[config.mk]
export PLATFORM = sky130hd
export DESIGN_NAME = alu_instr_sequencer_flat
export DESIGN_NICKNAME = d
export VERILOG_FILES = /design/src/rtl/alu_instr_sequencer_if.sv /design/src/rtl/alu_instr_sequencer.sv /design/src/flat_wrapper.sv
export SDC_FILE = /design/constraint.sdc
export NUM_CORES = 1
export LEC_CHECK = 0
export ABC_AREA = 1
export ABC_CLOCK_PERIOD_IN_PS = 4800
export BUFFER_PORTS_ARGS = -buffer_cell sky130_fd_sc_hd__clkbuf_2
export CORE_ASPECT_RATIO = 2
export CORE_MARGIN = 2
export CORE_UTILIZATION = 54
export CTS_CLUSTER_SIZE = 14
export DETAILED_ROUTE_END_ITERATION = 8
export HOLD_SLACK_MARGIN = 0.02
export PLACE_DENSITY = 0.87
export SLEW_MARGIN = 15
export SYNTH_ARGS = -nofsm -noshare
export SYNTH_HDL_FRONTEND = slang
export SYNTH_SLANG_ARGS = --single-unit
[constraint.sdc]
create_clock -name clock -period 4.8 [get_ports clock]
set_input_delay 0.96 -clock clock [delete_from_list [all_inputs] [get_ports clock]]
set_output_delay 0.96 -clock clock [all_outputs]
set_load 0.05 [all_outputs]
[src/rtl/alu_instr_sequencer_if.sv]
// Control/handshake bundle between alu_instr_sequencer and the bus datapath.
// master: the sequencer (reads start/mem_ready/ir, drives strobes).
// slave : the datapath or testbench side.
interface alu_instr_sequencer_if #(
    parameter int unsigned NUM_REGS = 16,
    parameter int unsigned OPCODE_W = 5,
    parameter int unsigned IR_W     = 32
);
    logic                start;
    logic                mem_ready;
    logic [IR_W-1:0]     ir;
    logic                busy;
    logic                done;
    logic                illegal;
    logic                pc_out;
    logic                mar_in;
    logic                pc_in;
    logic                read;
    logic                mdr_in;
    logic                mdr_out;
    logic                ir_in;
    logic                y_in;
    logic                zlow_in;
    logic                zlow_out;
    logic                zhigh_in;
    logic                zhigh_out;
    logic                hi_in;
    logic                lo_in;
    logic [NUM_REGS-1:0] reg_out;
    logic [NUM_REGS-1:0] reg_in;
    logic [OPCODE_W-1:0] alu_op;

    modport master (
        input  start, mem_ready, ir,
        output busy, done, illegal, pc_out, mar_in, pc_in, read, mdr_in, mdr_out,
               ir_in, y_in, zlow_in, zlow_out, zhigh_in, zhigh_out, hi_in, lo_in,
               reg_out, reg_in, alu_op
    );

    modport slave (
        output start, mem_ready, ir,
        input  busy, done, illegal, pc_out, mar_in, pc_in, read, mdr_in, mdr_out,
               ir_in, y_in, zlow_in, zlow_out, zhigh_in, zhigh_out, hi_in, lo_in,
               reg_out, reg_in, alu_op
    );
endinterface

[src/rtl/alu_instr_sequencer.sv]
// Hardwired fetch/decode/execute sequencer for the bus datapath.
// Runs one R-type ALU instruction per start pulse: T0-T3 fetch, T4-T6 execute,
// ILL on an undecodable instruction. All strobes are registered (Moore).
// Optional feature macro: SEQ_MULDIV_EN adds MUL/DIV with a T7 HI writeback.
module alu_instr_sequencer #(
    parameter int unsigned         NUM_REGS  = 16,
    parameter int unsigned         REG_SEL_W = 4,
    parameter int unsigned         OPCODE_W  = 5,
    parameter int unsigned         IR_W      = 32,
    parameter logic [OPCODE_W-1:0] INC_OP    = OPCODE_W'(5'b11111)
) (
    input logic                   clock,
    input logic                   clear,
    alu_instr_sequencer_if.master bus
);
    localparam int unsigned OP_LSB = IR_W - OPCODE_W;
    localparam int unsigned RA_LSB = OP_LSB - REG_SEL_W;
    localparam int unsigned RB_LSB = RA_LSB - REG_SEL_W;
    localparam int unsigned RC_LSB = RB_LSB - REG_SEL_W;

    localparam logic [OPCODE_W-1:0] OP_FIRST = OPCODE_W'(5'b00011);
    localparam logic [OPCODE_W-1:0] OP_LAST  = OPCODE_W'(5'b01011);
`ifdef SEQ_MULDIV_EN
    localparam logic [OPCODE_W-1:0] OP_MUL   = OPCODE_W'(5'b01111);
    localparam logic [OPCODE_W-1:0] OP_DIV   = OPCODE_W'(5'b10000);
`endif

    typedef enum logic [3:0] {
        S_IDLE, S_T0, S_T1, S_T2, S_T3, S_T4, S_T5, S_T6, S_ILL
`ifdef SEQ_MULDIV_EN
        , S_T7
`endif
    } state_t;

    typedef struct packed {
        logic                busy;
        logic                done;
        logic                illegal;
        logic                pc_out;
        logic                mar_in;
        logic                pc_in;
        logic                read;
        logic                mdr_in;
        logic                mdr_out;
        logic                ir_in;
        logic                y_in;
        logic                zlow_in;
        logic                zlow_out;
        logic                zhigh_in;
        logic                zhigh_out;
        logic                hi_in;
        logic                lo_in;
        logic [NUM_REGS-1:0] reg_out;
        logic [NUM_REGS-1:0] reg_in;
        logic [OPCODE_W-1:0] alu_op;
    } ctl_t;

    state_t               state_q, state_d;
    ctl_t                 ctl_q, ctl_d;
    logic [OPCODE_W-1:0]  op_q, op_n;
    logic [REG_SEL_W-1:0] ra_q, rb_q, rc_q, ra_n, rb_n, rc_n;
    logic                 legal_n;
`ifdef SEQ_MULDIV_EN
    logic                 muldiv_n;
`endif

    function automatic logic [NUM_REGS-1:0] onehot(input logic [REG_SEL_W-1:0] idx);
        return NUM_REGS'(1) << idx;
    endfunction

    // Low IR bits carry no fields; fold them so they read as intentionally unused.
    if (RC_LSB > 0) begin : g_ir_tail
        logic unused_ir_tail;
        assign unused_ir_tail = ^bus.ir[RC_LSB-1:0];
    end

    // Field view for the next cycle: live IR on the T3->T4 edge, latched copy after.
    always_comb begin
        op_n = op_q;
        ra_n = ra_q;
        rb_n = rb_q;
        rc_n = rc_q;
        if (state_q == S_T3) begin
            op_n = bus.ir[IR_W-1 -: OPCODE_W];
            ra_n = bus.ir[OP_LSB-1 -: REG_SEL_W];
            rb_n = bus.ir[RA_LSB-1 -: REG_SEL_W];
            rc_n = bus.ir[RB_LSB-1 -: REG_SEL_W];
        end
    end

    // Instruction decode on the field view.
    always_comb begin
        legal_n = (op_n >= OP_FIRST) && (op_n <= OP_LAST);
`ifdef SEQ_MULDIV_EN
        muldiv_n = (op_n == OP_MUL) || (op_n == OP_DIV);
        legal_n  = legal_n || muldiv_n;
`endif
        legal_n = legal_n && (32'(ra_n) < NUM_REGS) && (32'(rb_n) < NUM_REGS)
                          && (32'(rc_n) < NUM_REGS);
    end

    // Next state and the strobes that state will present.
    always_comb begin
        state_d = state_q;
        ctl_d   = '0;
        case (state_q)
            S_IDLE:  if (bus.start) state_d = S_T0;
            S_T0:    state_d = S_T1;
            S_T1:    state_d = S_T2;
            S_T2:    if (bus.mem_ready) state_d = S_T3;
            S_T3:    state_d = S_T4;
            S_T4:    state_d = legal_n ? S_T5 : S_ILL;
            S_T5:    state_d = S_T6;
`ifdef SEQ_MULDIV_EN
            S_T6:    state_d = muldiv_n ? S_T7 : S_IDLE;
            S_T7:    state_d = S_IDLE;
`else
            S_T6:    state_d = S_IDLE;
`endif
            S_ILL:   state_d = S_IDLE;
            default: state_d = S_IDLE;
        endcase

        ctl_d.busy = (state_d != S_IDLE);
        case (state_d)
            S_T0: begin
                ctl_d.pc_out  = 1'b1;
                ctl_d.mar_in  = 1'b1;
                ctl_d.zlow_in = 1'b1;
                ctl_d.alu_op  = INC_OP;
            end
            S_T1: begin
                ctl_d.zlow_out = 1'b1;
                ctl_d.pc_in    = 1'b1;
            end
            S_T2: begin
                ctl_d.read   = 1'b1;
                ctl_d.mdr_in = 1'b1;
            end
            S_T3: begin
                ctl_d.mdr_out = 1'b1;
                ctl_d.ir_in   = 1'b1;
            end
            S_T4: begin
                ctl_d.y_in    = 1'b1;
                ctl_d.reg_out = legal_n ? onehot(rb_n) : '0;
            end
            S_T5: begin
                ctl_d.reg_out = onehot(rc_n);
                ctl_d.zlow_in = 1'b1;
                ctl_d.alu_op  = op_n;
`ifdef SEQ_MULDIV_EN
                ctl_d.zhigh_in = muldiv_n;
`endif
            end
            S_T6: begin
                ctl_d.zlow_out = 1'b1;
`ifdef SEQ_MULDIV_EN
                if (muldiv_n) begin
                    ctl_d.lo_in = 1'b1;
                end else begin
                    ctl_d.reg_in = onehot(ra_n);
                    ctl_d.done   = 1'b1;
                end
`else
                ctl_d.reg_in = onehot(ra_n);
                ctl_d.done   = 1'b1;
`endif
            end
`ifdef SEQ_MULDIV_EN
            S_T7: begin
                ctl_d.zhigh_out = 1'b1;
                ctl_d.hi_in     = 1'b1;
                ctl_d.done      = 1'b1;
            end
`endif
            S_ILL:   ctl_d.illegal = 1'b1;
            default: ;
        endcase
    end

    // State and registered strobes.
    always_ff @(posedge clock or posedge clear) begin
        if (clear) begin
            state_q <= S_IDLE;
            ctl_q   <= '0;
        end else begin
            state_q <= state_d;
            ctl_q   <= ctl_d;
        end
    end

    // Instruction fields held from the T3->T4 edge onward.
    always_ff @(posedge clock or posedge clear) begin
        if (clear) begin
            op_q <= '0;
            ra_q <= '0;
            rb_q <= '0;
            rc_q <= '0;
        end else if (state_q == S_T3) begin
            op_q <= op_n;
            ra_q <= ra_n;
            rb_q <= rb_n;
            rc_q <= rc_n;
        end
    end

    assign bus.busy      = ctl_q.busy;
    assign bus.done      = ctl_q.done;
    assign bus.illegal   = ctl_q.illegal;
    assign bus.pc_out    = ctl_q.pc_out;
    assign bus.mar_in    = ctl_q.mar_in;
    assign bus.pc_in     = ctl_q.pc_in;
    assign bus.read      = ctl_q.read;
    assign bus.mdr_in    = ctl_q.mdr_in;
    assign bus.mdr_out   = ctl_q.mdr_out;
    assign bus.ir_in     = ctl_q.ir_in;
    assign bus.y_in      = ctl_q.y_in;
    assign bus.zlow_in   = ctl_q.zlow_in;
    assign bus.zlow_out  = ctl_q.zlow_out;
    assign bus.zhigh_in  = ctl_q.zhigh_in;
    assign bus.zhigh_out = ctl_q.zhigh_out;
    assign bus.hi_in     = ctl_q.hi_in;
    assign bus.lo_in     = ctl_q.lo_in;
    assign bus.reg_out   = ctl_q.reg_out;
    assign bus.reg_in    = ctl_q.reg_in;
    assign bus.alu_op    = ctl_q.alu_op;
endmodule
[src/flat_wrapper.sv]
// flat-port wrapper written by rule: the top's interface ports become plain ports
module alu_instr_sequencer_flat 
#(
    parameter int unsigned         NUM_REGS  = 16,
    parameter int unsigned         REG_SEL_W = 4,
    parameter int unsigned         OPCODE_W  = 5,
    parameter int unsigned         IR_W      = 32,
    parameter logic [OPCODE_W-1:0] INC_OP    = OPCODE_W'(5'b11111)
)
  (clock, clear, bus_start, bus_mem_ready, bus_ir, bus_busy, bus_done, bus_illegal, bus_pc_out, bus_mar_in, bus_pc_in, bus_read, bus_mdr_in, bus_mdr_out, bus_ir_in, bus_y_in, bus_zlow_in, bus_zlow_out, bus_zhigh_in, bus_zhigh_out, bus_hi_in, bus_lo_in, bus_reg_out, bus_reg_in, bus_alu_op);
  alu_instr_sequencer_if #(.NUM_REGS(NUM_REGS), .OPCODE_W(OPCODE_W), .IR_W(IR_W)) bus_i ();
  input logic clock;
  input logic clear;
  input wire logic [$bits(bus_i.start)-1:0] bus_start;
  input wire logic [$bits(bus_i.mem_ready)-1:0] bus_mem_ready;
  input wire logic [$bits(bus_i.ir)-1:0] bus_ir;
  output wire logic [$bits(bus_i.busy)-1:0] bus_busy;
  output wire logic [$bits(bus_i.done)-1:0] bus_done;
  output wire logic [$bits(bus_i.illegal)-1:0] bus_illegal;
  output wire logic [$bits(bus_i.pc_out)-1:0] bus_pc_out;
  output wire logic [$bits(bus_i.mar_in)-1:0] bus_mar_in;
  output wire logic [$bits(bus_i.pc_in)-1:0] bus_pc_in;
  output wire logic [$bits(bus_i.read)-1:0] bus_read;
  output wire logic [$bits(bus_i.mdr_in)-1:0] bus_mdr_in;
  output wire logic [$bits(bus_i.mdr_out)-1:0] bus_mdr_out;
  output wire logic [$bits(bus_i.ir_in)-1:0] bus_ir_in;
  output wire logic [$bits(bus_i.y_in)-1:0] bus_y_in;
  output wire logic [$bits(bus_i.zlow_in)-1:0] bus_zlow_in;
  output wire logic [$bits(bus_i.zlow_out)-1:0] bus_zlow_out;
  output wire logic [$bits(bus_i.zhigh_in)-1:0] bus_zhigh_in;
  output wire logic [$bits(bus_i.zhigh_out)-1:0] bus_zhigh_out;
  output wire logic [$bits(bus_i.hi_in)-1:0] bus_hi_in;
  output wire logic [$bits(bus_i.lo_in)-1:0] bus_lo_in;
  output wire logic [$bits(bus_i.reg_out)-1:0] bus_reg_out;
  output wire logic [$bits(bus_i.reg_in)-1:0] bus_reg_in;
  output wire logic [$bits(bus_i.alu_op)-1:0] bus_alu_op;
  assign bus_i.start = bus_start;
  assign bus_i.mem_ready = bus_mem_ready;
  assign bus_i.ir = bus_ir;
  assign bus_busy = bus_i.busy;
  assign bus_done = bus_i.done;
  assign bus_illegal = bus_i.illegal;
  assign bus_pc_out = bus_i.pc_out;
  assign bus_mar_in = bus_i.mar_in;
  assign bus_pc_in = bus_i.pc_in;
  assign bus_read = bus_i.read;
  assign bus_mdr_in = bus_i.mdr_in;
  assign bus_mdr_out = bus_i.mdr_out;
  assign bus_ir_in = bus_i.ir_in;
  assign bus_y_in = bus_i.y_in;
  assign bus_zlow_in = bus_i.zlow_in;
  assign bus_zlow_out = bus_i.zlow_out;
  assign bus_zhigh_in = bus_i.zhigh_in;
  assign bus_zhigh_out = bus_i.zhigh_out;
  assign bus_hi_in = bus_i.hi_in;
  assign bus_lo_in = bus_i.lo_in;
  assign bus_reg_out = bus_i.reg_out;
  assign bus_reg_in = bus_i.reg_in;
  assign bus_alu_op = bus_i.alu_op;
  alu_instr_sequencer #(.NUM_REGS(NUM_REGS), .REG_SEL_W(REG_SEL_W), .OPCODE_W(OPCODE_W), .IR_W(IR_W), .INC_OP(INC_OP)) u_core (.clock(clock), .clear(clear), .bus(bus_i));
endmodule
==> flow_metrics.tcl, run 1 <==
set metrics [dict create \
    status "complete, no violations" \
    slowest_stage "dfrtp_1" \
    grt_max_degree 44 \
    end_kind "register" \
    antenna_cells 0 \
    gr-usage-met3_pct 5.41 \
    cts_buffer_depth 2 \
    cts-buffers-inserted 9 \
    synth_fa_ha_area_share_pct 0 \
    totalWireLength_mm 5.92 \
    mappedNetlistArea_sq_mm 0.00288 \
    drtPass1Iterations 4 \
    rows 37 \
    slew_violations 0 \
    synthXorXnorAreaFrac_pct 0 \
    fin_tns_setup_ns 0 \
    drc 0 \
    tritoncts "done" \
    grt_pass1_wl_mm 9.80 \
    postCtsSetupBuffers 0 \
    dp_hpwl_mm 4.27 \
    overflow 0 \
    cp_cell_sequence "nor2_4 > nand2_4 > nand2_1 > nand2_2 > a21oi_4 > nand3_2 > inv_2 > nand3_1 > o21ai_1" \
    avgSynthCellArea_sq_um 9.77 \
    fin_hold_ws_ns 0.487 \
    r2r_end "u_core.bus.reg_out[13]" \
    path_buf_inv 1 \
    grt_setup_unrepaired "no" \
    ys_ff_latch 68 \
    coreArea_sq_mm 0.00514 \
    first_global_vias 2250 \
    final_nets 402 \
    reg2reg_setup_slack_ns 2.65 \
    hold_violations 0 \
    crit_family "simple AND/OR/NAND/NOR gates" \
    seq_area_sq_mm 0.00170 \
    start_util_pct 56.1 \
    clock-sinks 68 \
    die_area_sq_mm 0.00597 \
    dp.cells 413 \
    port_buffers 70 \
    cp_max_fo 33 \
    final_cells 429 \
    worstSetupPathType "register to register" \
    wl_per_cell_um 13.8 \
    worstMarginPinSlew_ns 0.526 \
    start_kind "register" \
    yosys-mux-area-fraction_pct 0 \
    place.gp.congestion 0.882 \
    via_per_inst 5.20 \
    rr_startpoint "u_core.state_q[1]" \
    synth_compound_area_share_pct 6.64 \
    required_ns 5.06 \
    ys_warn_count 0 \
    max_clock_freq_ghz 0.465 \
    use_met1_pct 22.2 \
    cts_max_level 3 \
    multi_input_area_sq_um 976 \
    die_h_um 107 \
    hold_depth 2 \
    drive_above_1_share_pct 35.0 \
    hp-class "register to register" \
    setup-violations-final 0 \
    ir_worst_vdd_mv 0.377 \
    slowest_delay_ns 0.47 \
    skew_ns 0.0110 \
    area_delta_synth_final_pct 17.5 \
    clkTransAtPathRegs_ns 0.07 \
    cts_root_buf "clkbuf_8" \
    powerDensity_mw_per_mm2 633 \
    met2_usage_pct 39.0 \
    timing.slew.headroom_pct 64.9 \
    postCtsHoldBufs 0 \
    die_x_um 55.7 \
    grt_usage_pct 21.5 \
    clkLatencyLatePin_ns 0.35 \
    min-delay-start "u_core.op_q[0]" \
    initialDrtViolationCount 53 \
    maxCapViolations 0 \
    final_util_pct 65.9 \
    synth.distinct_cells 28 \
    cts.repair.resized 0 \
    min_to "u_core.op_q[0]" \
    netlist_instances 295 \
    cp.arrival_ns 2.41 \
    io_pins 90 \
    ant_nets 0 \
    top_usage_layer "met2" \
    synth_top_family_by_area "simple AND/OR/NAND/NOR gates" \
    leakagePower_nw 1.78 \
    antenna_found_initial 0 \
    min_period_ns 2.15 \
    reg2regPathDepth 9 \
    yosysSeqAreaShare_pct 59.0 \
    synth_simple_gate_area_share_pct 26.7 \
    nFillCells 429 \
    final.period_utilization_pct 44.8 \
    vias 2231 \
]
-- cell families after synthesis --
logic type | after synthesis
simple gates | 160
compound gates | 27
other cells | 1
buf+inv | 39
flops | 68
-- worst min-delay path, delay by kind of cell, from the launching register on --
| kind | cells | cell delay [ns] |
|---|---|---|
| DFF | 1 | 0.32 |
| and+or+nand+nor | 2 | 0.14 |
-- per-layer routing --
| metal | wire [um] | share of wire (%) | vias to the layer above |
|---|---|---|---|
| met2 | 3420 | 58 | 69 |
| li1 | - | - | 1076 |
| met1 | 2050 | 35 | 1072 |
| met3 | 319 | 5.4 | 14 |
| met5 | 0 | 0 | - |
| met4 | 139 | 2.3 | 0 |
-- worst max-delay path by stage --
stage	start	to	slack, ns	cells past startpoint
floorplan	clear	u_core.bus.alu_op[0]	2.13	1
global placement	bus_ir[30]	u_core.bus.reg_out[7]	2.64	8
detailed placement	bus_ir[30]	u_core.bus.reg_out[13]	2.59	8
CTS	u_core.state_q[1]	u_core.bus.reg_out[13]	2.65	9
global route	u_core.state_q[1]	u_core.bus.reg_out[13]	2.43	9
finish	u_core.state_q[1]	u_core.bus.reg_out[13]	2.65	9
-- cell usage in the layout (no fill, tap or decap) --
cell and n:
clkbuf_2 70, dfrtp_1 68, nand2_1 44, nand3_1 41, nor2_1 37, inv_1 15, o21ai_1 14, nand2_2 13
inv_2 9, clkbuf_8 9, o21ai_2 7, or2_2 5, nor3_1 5, nor2_4 4, or2_1 4, conb_1 4
nand4_1 3, clkinv_2 3, nor2_2 2, clkbuf_1 2, nand2_4 1, a21oi_4 1, nand3_2 1, o211ai_1 1
o21ai_0 1, a21boi_1 1, inv_4 1, o21ai_4 1, a21boi_0 1, clkinvlp_4 1, bufinv_16 1, buf_4 1
-- area by class of cell --
type	instances	share of cell area [%]
clock buffers	11	3.88
flip-flops and latches	68	50.2
clock inverters	5	1.55
multi-input cells	191	28.8
well taps	58	2.14
inverters	25	2.84
repair buffers	71	10.6
-- where the power goes --
part           internal [W]  switching [W]  leakage, nW
combinational      0.000235       0.000719        0.790
sequential         0.000701      0.0000499        0.895
clock              0.000237       0.000204       0.0931
total               0.00117       0.000973         1.78
-- sequential cells by signal, indices dropped and copies added, names as in the netlist --
| name | count |
|---|---|
| u_core.op_q | 5 |
| u_core.bus.illegal | 1 |
| u_core.bus.alu_op | 5 |
| u_core.bus.y_in | 1 |
| u_core.state_q | 4 |
| u_core.bus.busy | 1 |
| u_core.rc_q | 4 |
| u_core.ra_q | 4 |
| u_core.bus.reg_out | 16 |
| u_core.bus.pc_in | 1 |
| u_core.bus.mdr_in | 1 |
| u_core.bus.reg_in | 16 |
| u_core.bus.zlow_out | 1 |
| u_core.bus.mar_in | 1 |
| u_core.bus.ir_in | 1 |
| u_core.rb_q | 4 |
| u_core.bus.zlow_in | 1 |
| u_core.bus.done | 1 |
-- cells in the mapped netlist --
library cell | number | area (sq um)
o21ai_1 | 14 | 70.1
nor2_1 | 37 | 139
inv_2 | 8 | 30.0
a21boi_1 | 1 | 7.51
o21ai_4 | 1 | 16.3
a21oi_4 | 1 | 16.3
nand2_2 | 13 | 81.3
clkbuf_1 | 1 | 3.75
o21ai_0 | 1 | 5.00
nand2_1 | 44 | 165
nor2_4 | 4 | 45.0
buf_4 | 8 | 60.1
or2_1 | 4 | 25.0
inv_4 | 1 | 6.26
inv_1 | 16 | 60.1
o211ai_1 | 1 | 7.51
nor3_1 | 5 | 25.0
a21boi_0 | 1 | 7.51
or2_2 | 5 | 31.3
nor2_2 | 2 | 12.5
nand4_1 | 3 | 18.8
dfrtp_1 | 68 | 1700
buf_6 | 5 | 56.3
nand2_4 | 1 | 11.3
nand3_2 | 1 | 10.0
o21ai_2 | 7 | 61.3
conb_1 | 1 | 3.75
nand3_1 | 41 | 205
-- through the flow --
stage               area, sq um  power (W)  worst slack, ns
floorplan                  2890    0.00155             2.13
global placement           3200    0.00168             2.64
detailed placement         3200    0.00171             2.59
CTS                        3390    0.00215             2.65
global route               3390    0.00228             2.43
finish                     3390    0.00215             2.65
Power figures use the tool's default switching activity.
==> run 2: changes to the inputs <==
--- a/config.mk
+++ b/config.mk
@@ -6,15 +6,15 @@
 export NUM_CORES = 1
 export LEC_CHECK = 0
 export ABC_AREA = 1
-export ABC_CLOCK_PERIOD_IN_PS = 4800
+export ABC_CLOCK_PERIOD_IN_PS = 2200
 export BUFFER_PORTS_ARGS = -buffer_cell sky130_fd_sc_hd__clkbuf_2
 export CORE_ASPECT_RATIO = 2
 export CORE_MARGIN = 2
-export CORE_UTILIZATION = 54
+export CORE_UTILIZATION = 51
 export CTS_CLUSTER_SIZE = 14
 export DETAILED_ROUTE_END_ITERATION = 8
 export HOLD_SLACK_MARGIN = 0.02
-export PLACE_DENSITY = 0.87
+export PLACE_DENSITY = 0.83
 export SLEW_MARGIN = 15
 export SYNTH_ARGS = -nofsm -noshare
 export SYNTH_HDL_FRONTEND = slang
==> constraint.sdc (replaced) <==
create_clock -name clock -period 2.2 [get_ports clock]
set_input_delay 0.44 -clock clock [delete_from_list [all_inputs] [get_ports clock]]
set_output_delay 0.44 -clock clock [all_outputs]
set_load 0.05 [all_outputs]
==> run 2 against run 1 <==
  * Sequential power up 120%
  * First-iteration DRC count rose by 23%
  * Largest power group unchanged
  * Critical endpoint is now u_core.bus.reg_out[7]
  * Worst hold slack worse by 0.35 ns
  * Setup slack got worse by 2.4 ns
==> flow_metrics.tcl, run 2 (synthesis gave the netlist of run 1 again) <==
set metrics [dict create \
    maxCapViolations 0 \
    start_kind "register" \
    clkLatencyLatePin_ns 0.34 \
    leakagePower_nw 1.83 \
    swShare_pct 43.5 \
    fin_total_pwr_w 0.00493 \
    combPwrFrac_pct 43.0 \
    place.gp.congestion 0.925 \
    die_x_um 57.2 \
    die_h_um 110 \
    via_per_inst 5.18 \
    final_common_cell "clkbuf_2" \
    grt_setup_unrepaired "no" \
    stdcell_area_sq_mm 0.00348 \
    start_util_pct 53.2 \
    antenna_found_initial 0 \
    postCtsSetupBuffers 0 \
    initialDrtViolationCount 65 \
    grt_pass1_wl_mm 9.34 \
    cts-buffers-inserted 9 \
    cts.repair.resized 0 \
    required_ns 2.47 \
    slew_violations 0 \
    grt_max_degree 69 \
    hp-class "input pin to asynchronous set/reset pin" \
    drive_above_1_share_pct 36.1 \
    end_kind "register" \
    pwr-share-seq_pct 33.2 \
    cts_buffer_depth 2 \
    cts_max_level 3 \
    rows 38 \
    p_int_w 0.00279 \
    ant_nets 0 \
    powerDensity_mw_per_mm2 1420 \
    totalWireLength_mm 5.85 \
    min_period_ns 1.98 \
    port_buffers 70 \
    p_switching_w 0.00215 \
    pwr-share-clk_pct 23.9 \
    dp_hpwl_mm 4.28 \
    ir_worst_vdd_mv 0.879 \
    slowest_delay_ns 0.47 \
    wl_per_cell_um 13.5 \
    layout_common_cells "clkbuf_2, dfrtp_1, nand2_1" \
    hold_violations 0 \
    max_clock_freq_ghz 0.504 \
    antenna_cells 0 \
    fin_tns_setup_ns 0 \
    status "complete, no violations" \
    vias 2250 \
    io_pins 90 \
    setup-violations-final 0 \
    worstSetupPathType "register to register" \
    place_area_sq_mm 0.00324 \
    slowest_stage "dfrtp_1" \
    nFillCells 470 \
    clkTransAtPathRegs_ns 0.07 \
    final_nets 405 \
    grt_usage_pct 19.9 \
    skew_ns 0.00591 \
    coreArea_sq_mm 0.00542 \
    dp_slack_ns 0.250 \
    area_delta_synth_final_pct 20.6 \
    postCtsHoldBufs 0 \
    cp.arrival_ns 2.25 \
    die_area_sq_mm 0.00631 \
    tritoncts "done" \
    setup_ws_ns 0.216 \
    drtPass1Iterations 4 \
    drc 0 \
    cp_max_fo 20 \
    final.period_utilization_pct 90.2 \
    first_global_vias 2125 \
    clock-sinks 68 \
    cp_cell_sequence "nor2_4 > nand2_4 > nand2_1 > nand2_2 > a21oi_4 > nand3_2 > inv_2 > nand3_1 > o21ai_1" \
    overflow 0 \
    cts_root_buf "clkbuf_8" \
]
-- run 2: cell types whose count changed in the layout (fill, tap and decap cells not counted) --
cell / before / now
clkbuf_8: 9 / 12
buf_4: 1 / 3
clkbuf_1: 2 / 0
buf_12: 0 / 1
bufinv_16: 1 / 2
clkinv_2: 3 / 2
clkinvlp_4: 1 / 0
-- run 2: worst max-delay path, delay by kind of cell (launching register included) --
| family | cells | cell delay (ns) |
|---|---|---|
| flops | 1 | 0.47 |
| buf+inv | 1 | 0.29 |
| simple gates | 6 | 0.83 |
| compound gates | 2 | 0.31 |
-- run 2: worst paths after layout --
kind	slack (ns)	end	cells after the start	start
setup / recovery	0.22	u_core.bus.reg_out[7]	9	u_core.state_q[1]
min in group clock	0.33	u_core.op_q[0]	3	bus_ir[27]
hold reg to reg	0.49	u_core.op_q[0]	2	u_core.op_q[0]
setup reg to reg	0.22	u_core.bus.reg_out[7]	9	u_core.state_q[1]
max in group asynchronous	1.77	u_core.bus.pc_in	3	clear
hold / removal	0.13	u_core.bus.mar_in	3	clear
-- run 2: area by class of cell --
| type | instances | area, sq um | share of cell area, % |
|---|---|---|---|
| clock buffer | 12 | 165 | 4.75 |
| timing repair buffer | 74 | 393 | 11.3 |
| tap | 60 | 75.1 | 2.16 |
| multi-input combinational | 191 | 976 | 28.1 |
| sequential | 68 | 1700 | 48.9 |
| inverter | 25 | 96.3 | 2.77 |
| clock inverter | 4 | 70.1 | 2.02 |
-- run 2: per-stage QoR --
step	std cells	hold slack, ns	utilization (%)
after detailed placement	418	0.480	59.8
final	434	0.135	64.2
after global placement	418	0.480	59.8
after CTS	434	0.148	64.2
after floorplan	298	0.458	-
after global routing	434	0.170	64.2
-- run 2: metal layers --
| metal | vias up | track usage, % | wire, um |
|---|---|---|---|
| met5 | - | 0 | 0 |
| met3 | 14 | 5.25 | 325 |
| met2 | 83 | 35.5 | 3300 |
| met1 | 1065 | 20.9 | 2100 |
| li1 | 1088 | - | - |
| met4 | 0 | 11.0 | 127 |
-- run 2: power by group through the flow --
stage               clock, W  sequential (W)  combinational, W
finish               0.00118         0.00164           0.00212
global route         0.00125         0.00165           0.00230
CTS                  0.00119         0.00164           0.00212
detailed placement         0         0.00166           0.00210
global placement           0         0.00165           0.00203
floorplan                  0         0.00198           0.00141
